**src/rtl/axis_pkg.sv**
```systemverilog
// axis_pkg: width helpers shared by the AXI-Stream FIFO, register slice and width converter.
package axis_pkg;
  function automatic int data_bits(input int tdata_bytes);
    return 8 * tdata_bytes;
  endfunction
  function automatic int ptr_bits(input int depth);
    return $clog2(depth) + 1;
  endfunction
  function automatic int cnt_bits(input int depth);
    return $clog2(depth + 1);
  endfunction
  function automatic int beat_bits(input int tdata_bytes, input int tid_bits, input int tdest_bits, input int tuser_bits);
    return 8 * tdata_bytes + 2 * tdata_bytes + 1 + tid_bits + tdest_bits + tuser_bits;
  endfunction
endpackage

```
**src/rtl/axis_fifo_mem.sv**
```systemverilog
// axis_fifo_mem: simple dual-port beat storage, synchronous write, asynchronous read.
module axis_fifo_mem #(
  parameter int W = 8,
  parameter int DEPTH = 16,
  parameter int AW = 4
) (
  input  logic          clk,
  input  logic          we,
  input  logic [AW-1:0] waddr,
  input  logic [W-1:0]  wdata,
  input  logic [AW-1:0] raddr,
  output logic [W-1:0]  rdata
);
  logic [W-1:0] mem_q [DEPTH];
  always_ff @(posedge clk) if (we) mem_q[waddr] <= wdata;
  assign rdata = mem_q[raddr];
endmodule

```
**src/rtl/axis_fifo.sv**
```systemverilog
// axis_fifo: synchronous AXI-Stream FIFO with full sideband, fill status and optional
// store-and-forward packet gating.
module axis_fifo import axis_pkg::*; #(
  parameter int TDATA_BYTES = 4,
  parameter int TID_BITS = 1,
  parameter int TDEST_BITS = 1,
  parameter int TUSER_BITS = 1,
  parameter int DEPTH = 16,
  parameter int PACKET_MODE = 0
) (
  input  logic                                  aclk,
  input  logic                                  areset,
  input  logic                                  s_axis_tvalid,
  output logic                                  s_axis_tready,
  input  logic [data_bits(TDATA_BYTES)-1:0]     s_axis_tdata,
  input  logic [TDATA_BYTES-1:0]                s_axis_tstrb,
  input  logic [TDATA_BYTES-1:0]                s_axis_tkeep,
  input  logic                                  s_axis_tlast,
  input  logic [TID_BITS-1:0]                   s_axis_tid,
  input  logic [TDEST_BITS-1:0]                 s_axis_tdest,
  input  logic [TUSER_BITS-1:0]                 s_axis_tuser,
  output logic                                  m_axis_tvalid,
  input  logic                                  m_axis_tready,
  output logic [data_bits(TDATA_BYTES)-1:0]     m_axis_tdata,
  output logic [TDATA_BYTES-1:0]                m_axis_tstrb,
  output logic [TDATA_BYTES-1:0]                m_axis_tkeep,
  output logic                                  m_axis_tlast,
  output logic [TID_BITS-1:0]                   m_axis_tid,
  output logic [TDEST_BITS-1:0]                 m_axis_tdest,
  output logic [TUSER_BITS-1:0]                 m_axis_tuser,
  output logic [cnt_bits(DEPTH)-1:0]            count,
  output logic [cnt_bits(DEPTH)-1:0]            pkt_count
);
  localparam int PB = ptr_bits(DEPTH);
  localparam int AW = PB - 1;
  localparam int CB = cnt_bits(DEPTH);
  localparam int BB = beat_bits(TDATA_BYTES, TID_BITS, TDEST_BITS, TUSER_BITS);
  logic [PB-1:0] wr_ptr_q, wr_ptr_d, rd_ptr_q, rd_ptr_d;
  logic [CB-1:0] pkt_q, pkt_d, count_d;
  logic bypass_q, bypass_d, ready_q, ready_d, wr, rd;
  logic [BB-1:0] wr_beat, rd_beat;
  assign wr_beat = {s_axis_tdata, s_axis_tstrb, s_axis_tkeep, s_axis_tlast, s_axis_tid, s_axis_tdest, s_axis_tuser};
  assign {m_axis_tdata, m_axis_tstrb, m_axis_tkeep, m_axis_tlast, m_axis_tid, m_axis_tdest, m_axis_tuser} = rd_beat;
  // Pointer difference with the wrap bit gives 0..DEPTH, so it doubles as the beat count.
  assign count = CB'(wr_ptr_q - rd_ptr_q);
  assign pkt_count = pkt_q;
  assign s_axis_tready = ready_q;
  assign m_axis_tvalid = (count != '0) && ((PACKET_MODE == 0) || (pkt_q != '0) || bypass_q);
  assign wr = s_axis_tvalid && ready_q;
  assign rd = m_axis_tvalid && m_axis_tready;
  always_comb begin
    wr_ptr_d = wr_ptr_q + PB'(wr);
    rd_ptr_d = rd_ptr_q + PB'(rd);
    count_d = CB'(wr_ptr_d - rd_ptr_d);
    pkt_d = pkt_q + CB'(wr && s_axis_tlast) - CB'(rd && m_axis_tlast);
    bypass_d = (PACKET_MODE != 0) && !(rd && m_axis_tlast) && (bypass_q || (count == CB'(DEPTH) && pkt_q == '0));
    ready_d = count_d < CB'(DEPTH);
  end
  always_ff @(posedge aclk or posedge areset) begin
    if (areset) begin
      wr_ptr_q <= '0;
      rd_ptr_q <= '0;
      pkt_q <= '0;
      bypass_q <= 1'b0;
      ready_q <= 1'b0;
    end else begin
      wr_ptr_q <= wr_ptr_d;
      rd_ptr_q <= rd_ptr_d;
      pkt_q <= pkt_d;
      bypass_q <= bypass_d;
      ready_q <= ready_d;
    end
  end
  axis_fifo_mem #(.W(BB), .DEPTH(DEPTH), .AW(AW)) u_mem (
    .clk(aclk),
    .we(wr),
    .waddr(wr_ptr_q[AW-1:0]),
    .wdata(wr_beat),
    .raddr(rd_ptr_q[AW-1:0]),
    .rdata(rd_beat)
  );
endmodule

```
**config.mk**
```make
export PLATFORM = sky130hd
export DESIGN_NAME = axis_fifo
export DESIGN_NICKNAME = d
export VERILOG_FILES = /design/src/rtl/axis_pkg.sv /design/src/rtl/axis_fifo_mem.sv /design/src/rtl/axis_fifo.sv
export SDC_FILE = /design/constraint.sdc
export NUM_CORES = 1
export LEC_CHECK = 0
export CAP_MARGIN = 0
export CORE_MARGIN = 2
export CORE_UTILIZATION = 39
export CTS_BUF_LIST = sky130_fd_sc_hd__clkbuf_16
export CTS_CLUSTER_DIAMETER = 30
export DETAILED_ROUTE_END_ITERATION = 7
export PLACE_DENSITY = 0.52
export REMOVE_ABC_BUFFERS = 1
export SLEW_MARGIN = 20
export SYNTH_ARGS = -nofsm -noshare
export SYNTH_HDL_FRONTEND = slang
export SYNTH_SLANG_ARGS = --single-unit
export TNS_END_PERCENT = 5
```
**constraint.sdc**
```tcl
create_clock -name aclk -period 11.75 [get_ports aclk]
set_input_delay 1.7625 -clock aclk [delete_from_list [all_inputs] [get_ports aclk]]
set_output_delay 1.7625 -clock aclk [all_outputs]
set_load 0.05 [all_outputs]
```
* Word-level counts from Yosys, hierarchy flattened
Memories as Yosys holds them, arrays and structs flattened.
Index checks and enable logic that the tools add are counted.
** Word-level totals
- RAM bits :: 704
- Memories kept :: 1
- Output and inout port bits :: 56
- Logic and storage cells :: 19
- Register bits :: 16
** Cells by class
- Reduce and logical (&&, ||, !) cells :: 5
- Magnitude comparators :: 1
- Mux-type cells :: 2
- $add $sub $neg :: 6
** Memories
- u_mem.mem_q :: depth 16, bits a word 44, rd ports 1, clocked after Yosys merged registers in 0, wr ports 1, line axis_fifo_mem.sv:14 : logic [W-1:0] mem_q [DEPTH];
** Operators by type and width (number)
- 5-bit by 1-bit adder with 5-bit output :: 3
- 5-bit subtractor :: 2
- 5-bit less-than comparator (second input constant) :: 1
- 5-bit nonzero test :: 1
- 5-bit by 1-bit subtractor with 5-bit output :: 1
- 1-bit logical AND :: 4
- 1-bit two-way mux :: 2

* Logic depth before layout (Yosys ltp)
- Depth in word-level cells :: 6
- Depth in mapped cells :: 18
- Mapped depth without buffers :: 18

* Hierarchy
A second synthesis with hierarchy kept.
** Second synthesis, totals
- Cells, all modules :: 1190
- Area, all modules :: 27398.8 um^2
** Modules (own cells, without submodules)
- axis_fifo_mem :: cells each 1098, area each 26387.8 um^2, seq. area each 21140.3 um^2, times used 1
- axis_fifo :: cells each 92, area each 1011.0 um^2, seq. area each 400.4 um^2, times used 1

* Worst setup path before layout
OpenSTA, ideal clock, no wires.
- Kind :: input -> register
- Start :: input port s_axis_tvalid
- End :: memory u_mem.mem_q[0][0] (netlist bit) (enable)
- Arrival time :: 5.227 ns
- Library setup time :: 0.500 ns
- Path buffers :: 0
- Stages on the path :: 3
- Setup slack :: 6.023 ns
- Path through :: nand2_1 or3_1 nor3_1
** Between the ends
- Word-level cells in the longest chain between the ends :: 3
** Ends and longest elaborated chain
- start, declared :: line axis_fifo.sv:13 : input logic s_axis_tvalid,
- 1-bit logical AND :: line axis_fifo.sv:49 : assign wr = s_axis_tvalid && ready_q;
- 1-bit two-way mux :: line axis_fifo_mem.sv:15 : always_ff @(posedge clk) if (we) mem_q[waddr] <= wdata;
- 1-bit two-way mux (implied by the code) :: line axis_fifo_mem.sv:15
- end, declared :: line axis_fifo_mem.sv:14
No other way between the ends.

* Final worst setup path
- Start :: register rd_ptr_q[1]
- End :: output port m_axis_tdata[25]
** Between the ends
- Word-level cells in the longest chain between the ends :: 1
** Ends and longest elaborated chain
- start, declared :: line axis_fifo.sv:38 : logic [PB-1:0] wr_ptr_q, wr_ptr_d, rd_ptr_q, rd_ptr_d;
- start signal, assigned :: line axis_fifo.sv:68 : rd_ptr_q <= rd_ptr_d;
- memory 16 x 44 bit
- end, declared :: line axis_fifo.sv:24 : output logic [data_bits(TDATA_BYTES)-1:0] m_axis_tdata,
No other way between the ends.

==> run_results.csv <==
group,metric,value,unit
run_status,outcome,"finished clean",
clock_tree,cts_buffers,138,
routing,vias_per_cell,5.34,
floorplanning,initial_core_util,39.4,%
floorplanning,ioPinCount,104,
logic_synthesis,synth_cell_types,30,
routing,wire_per_inst,26.8,um
routing,drc_errors,0,
timing,drv_slew,0,
clock_tree,clockBufferDepth,3,
grt,grt_usage,17.6,%
timing,setup_violations,0,
clock_tree,clock-sinks,720,
setup_path,cp_slowest_stage_delay,1100,ps
timing,fin_tns_setup,0,ps
clock_tree,clkTransAtPathRegs,40,ps
grt,grt_pass1_wl,91300,um
setup_path,path_cells,"buf_4 > buf_4 > mux4_2 > mux4_2 > clkdlybuf4s50_1",
pwr,vdd_ir_drop_max,0.000323,V
logic_synthesis,synth_area_leaders,"edfxtp_1 (77%), mux4_2 (17%), dfrtp_1 (1.4%)",
grt,antenna_found_initial,3,
floorplanning,placementRows,97,
logic_synthesis,seq_area_frac_synth,78.0,%
setup_path,cp_num_buf_inv,3,
placement,placed_cells,2108,
pwr,p_leak,11.2,nW
timing,max_freq,141,MHz
final_layout,layout_commonest_cell,"edfxtp_1",
logic_synthesis,yosysTopAreaCell,"edfxtp_1",
floorplanning,die_area,73000,sq um
final_layout,insertedDiodeCount,0,
logic_synthesis,yosys_warnings,0,
timing,rsz0062_at_grt,"no",
timing,period_needed,7100,ps
setup_path,cp-start-kind,"flop",
timing,hold_slack,518,ps
logic_synthesis,syn_area_per_cell,25.2,sq um
clock_tree,insertion_delay,700,ps
final_layout,drive_gt1_share,32.3,%
pwr,power_density,287,nW/um^2
final_layout,fin_cells,2353,
setup_path,criticalPathCategory,"reg2out",
grt,grt_pass1_vias,13600,
routing,routed_wirelength,63100,um
routing,dr.pass1.iters,5,
timing,max_slew_margin,23.9,%
logic_synthesis,synthArstFlopShare,2.22,%
final_layout,final_cell_mix,"edfxtp_1 (704), mux4_2 (205), clkbuf_16 (140)",
setup_path,slowest_stage,"dfrtp_4",
grt,grt-ovfl-total,0,
logic_synthesis,synth.top_cell.area_share,76.5,%
final_layout,syn2layout_area_growth,24.4,%
floorplanning,die_h,270,um
logic_synthesis,netlist_area,27600,sq um
clock_tree,htreeDepth,4,
timing,skew,18.0,ps
setup_path,worstPathRequired,9990,ps
logic_synthesis,synthFlopType,"edfxtp_1",
logic_synthesis,synth-edff-count,704,
timing,hold_viol,0,
setup_path,crit_family,"buffers and inverters",
logic_synthesis,synth_cells,1094,
setup_path,end_kind,"output port",
timing,min_period_over_period,60.5,%
floorplanning,core_region_area,70000,sq um
timing,worst_pin_slew,1140,ps
final_layout,nFillCells,5562,
placement,port_buffers,103,
floorplanning,die_w,270,um
routing,routed-via-count,12600,
clock_tree,cts_hold_buffers,0,
grt,grt_max_degree,116,
final_layout,layout.nets,1374,
routing,detail_route.iter0.violations,1055,
setup_path,critPathMaxFanout,68,
setup_path,worstPathArrival,5340,ps
worst_hold_path,min_path_type,"reg2reg",
clock_tree,post_cts_resized,0,
clock_tree,cts_root_buf,"clkbuf_16",
routing,ant_nets,0,
clock_tree,cts_setup_buffers,0,
final_layout,post-route-util,49.1,%
clock_tree,cts_tree,"yes",
placement,dp_hpwl,27100,um
logic_synthesis,ys_ff_latch,720,
placement,gp_congestion,0.682,
run,cap_violations,0,
## kinds of logic (layout without fill, tap and decap cells)
family | after synthesis | in the layout | synth area share, %
XOR/XNOR | 15 | 15 | 0.525
flip-flops | 720 | 720 | 78.0
buffers and inverters | 72 | 391 | 1.58
AO/OA/AOI/OAI | 11 | 11 | 0.263
adder cells (fa/ha/maj) | 18 | 18 | 0.870
AND/OR/NAND/NOR | 38 | 38 | 0.630
multiplexers | 220 | 220 | 18.1
## cell type report
type                            count  area, sq um  share of cell area (%)
Sequential cell                   720        21600                    62.7
Clock inverter                    105         1090                    3.17
Multi-Input combinational cell    302         5750                    16.7
Tap cell                          940         1180                    3.42
Inverter                           21         81.3                   0.237
Timing Repair Buffer              125         1210                    3.52
Clock buffer                      140         3500                    10.2
## Yosys cell counts, types with 3 or more instances
cell,number
a21o_1,4
a21oi_1,4
buf_1,7
buf_2,3
buf_6,18
clkbuf_1,21
dfrtp_1,16
edfxtp_1,704
ha_1,16
inv_1,20
mux4_1,15
mux4_2,205
nand2_1,8
nand3_1,5
nor2_1,14
nor3_1,4
xnor2_1,10
xor2_1,4
## flip-flops by register name, summed over array words and instances (netlist names)
name	cells
u_mem.mem_q	704
pkt_count	5
rd_ptr_q	5
wr_ptr_q	5
s_axis_tready	1
## final timing paths
kind                              start          endpoint  slack [ps]  depth (start not counted)
setup / recovery            rd_ptr_q[1]  m_axis_tdata[25]        4650                          5
max in group asynchronous        areset       rd_ptr_q[1]        9770                          2
hold reg to reg            pkt_count[0]      pkt_count[0]         520                          1
setup reg to reg            rd_ptr_q[1]      pkt_count[4]        7040                         13
min in group asynchronous        areset      pkt_count[4]        1480                          2
hold / removal             pkt_count[0]      pkt_count[0]         520                          1
## routing by layer
metal	vias to the layer above	track usage, %	part of all wire [%]
li1	5219	-	-
met1	6862	24.2	44
met2	360	27.5	48
met3	110	4.37	5.4
met4	6	5.92	1.9
met5	-	0	0.054
## per-stage QoR
step / power, mW / instance area, sq um / setup WS, ps
floorplan: 5.50 / 27300 / 1410
global placement: 6.14 / 29800 / 5240
detailed placement: 6.15 / 29800 / 5240
CTS: 10.0 / 34400 / 4480
global route: 10.2 / 34400 / 4400
finish: 9.85 / 34400 / 4650
## power by group
part           switching [mW]  total (mW)  internal, mW
sequential              0.135        3.13          2.99
clock                    1.29        3.81          2.52
combinational            1.67        2.92          1.25
(Power assumes the default switching activity.)
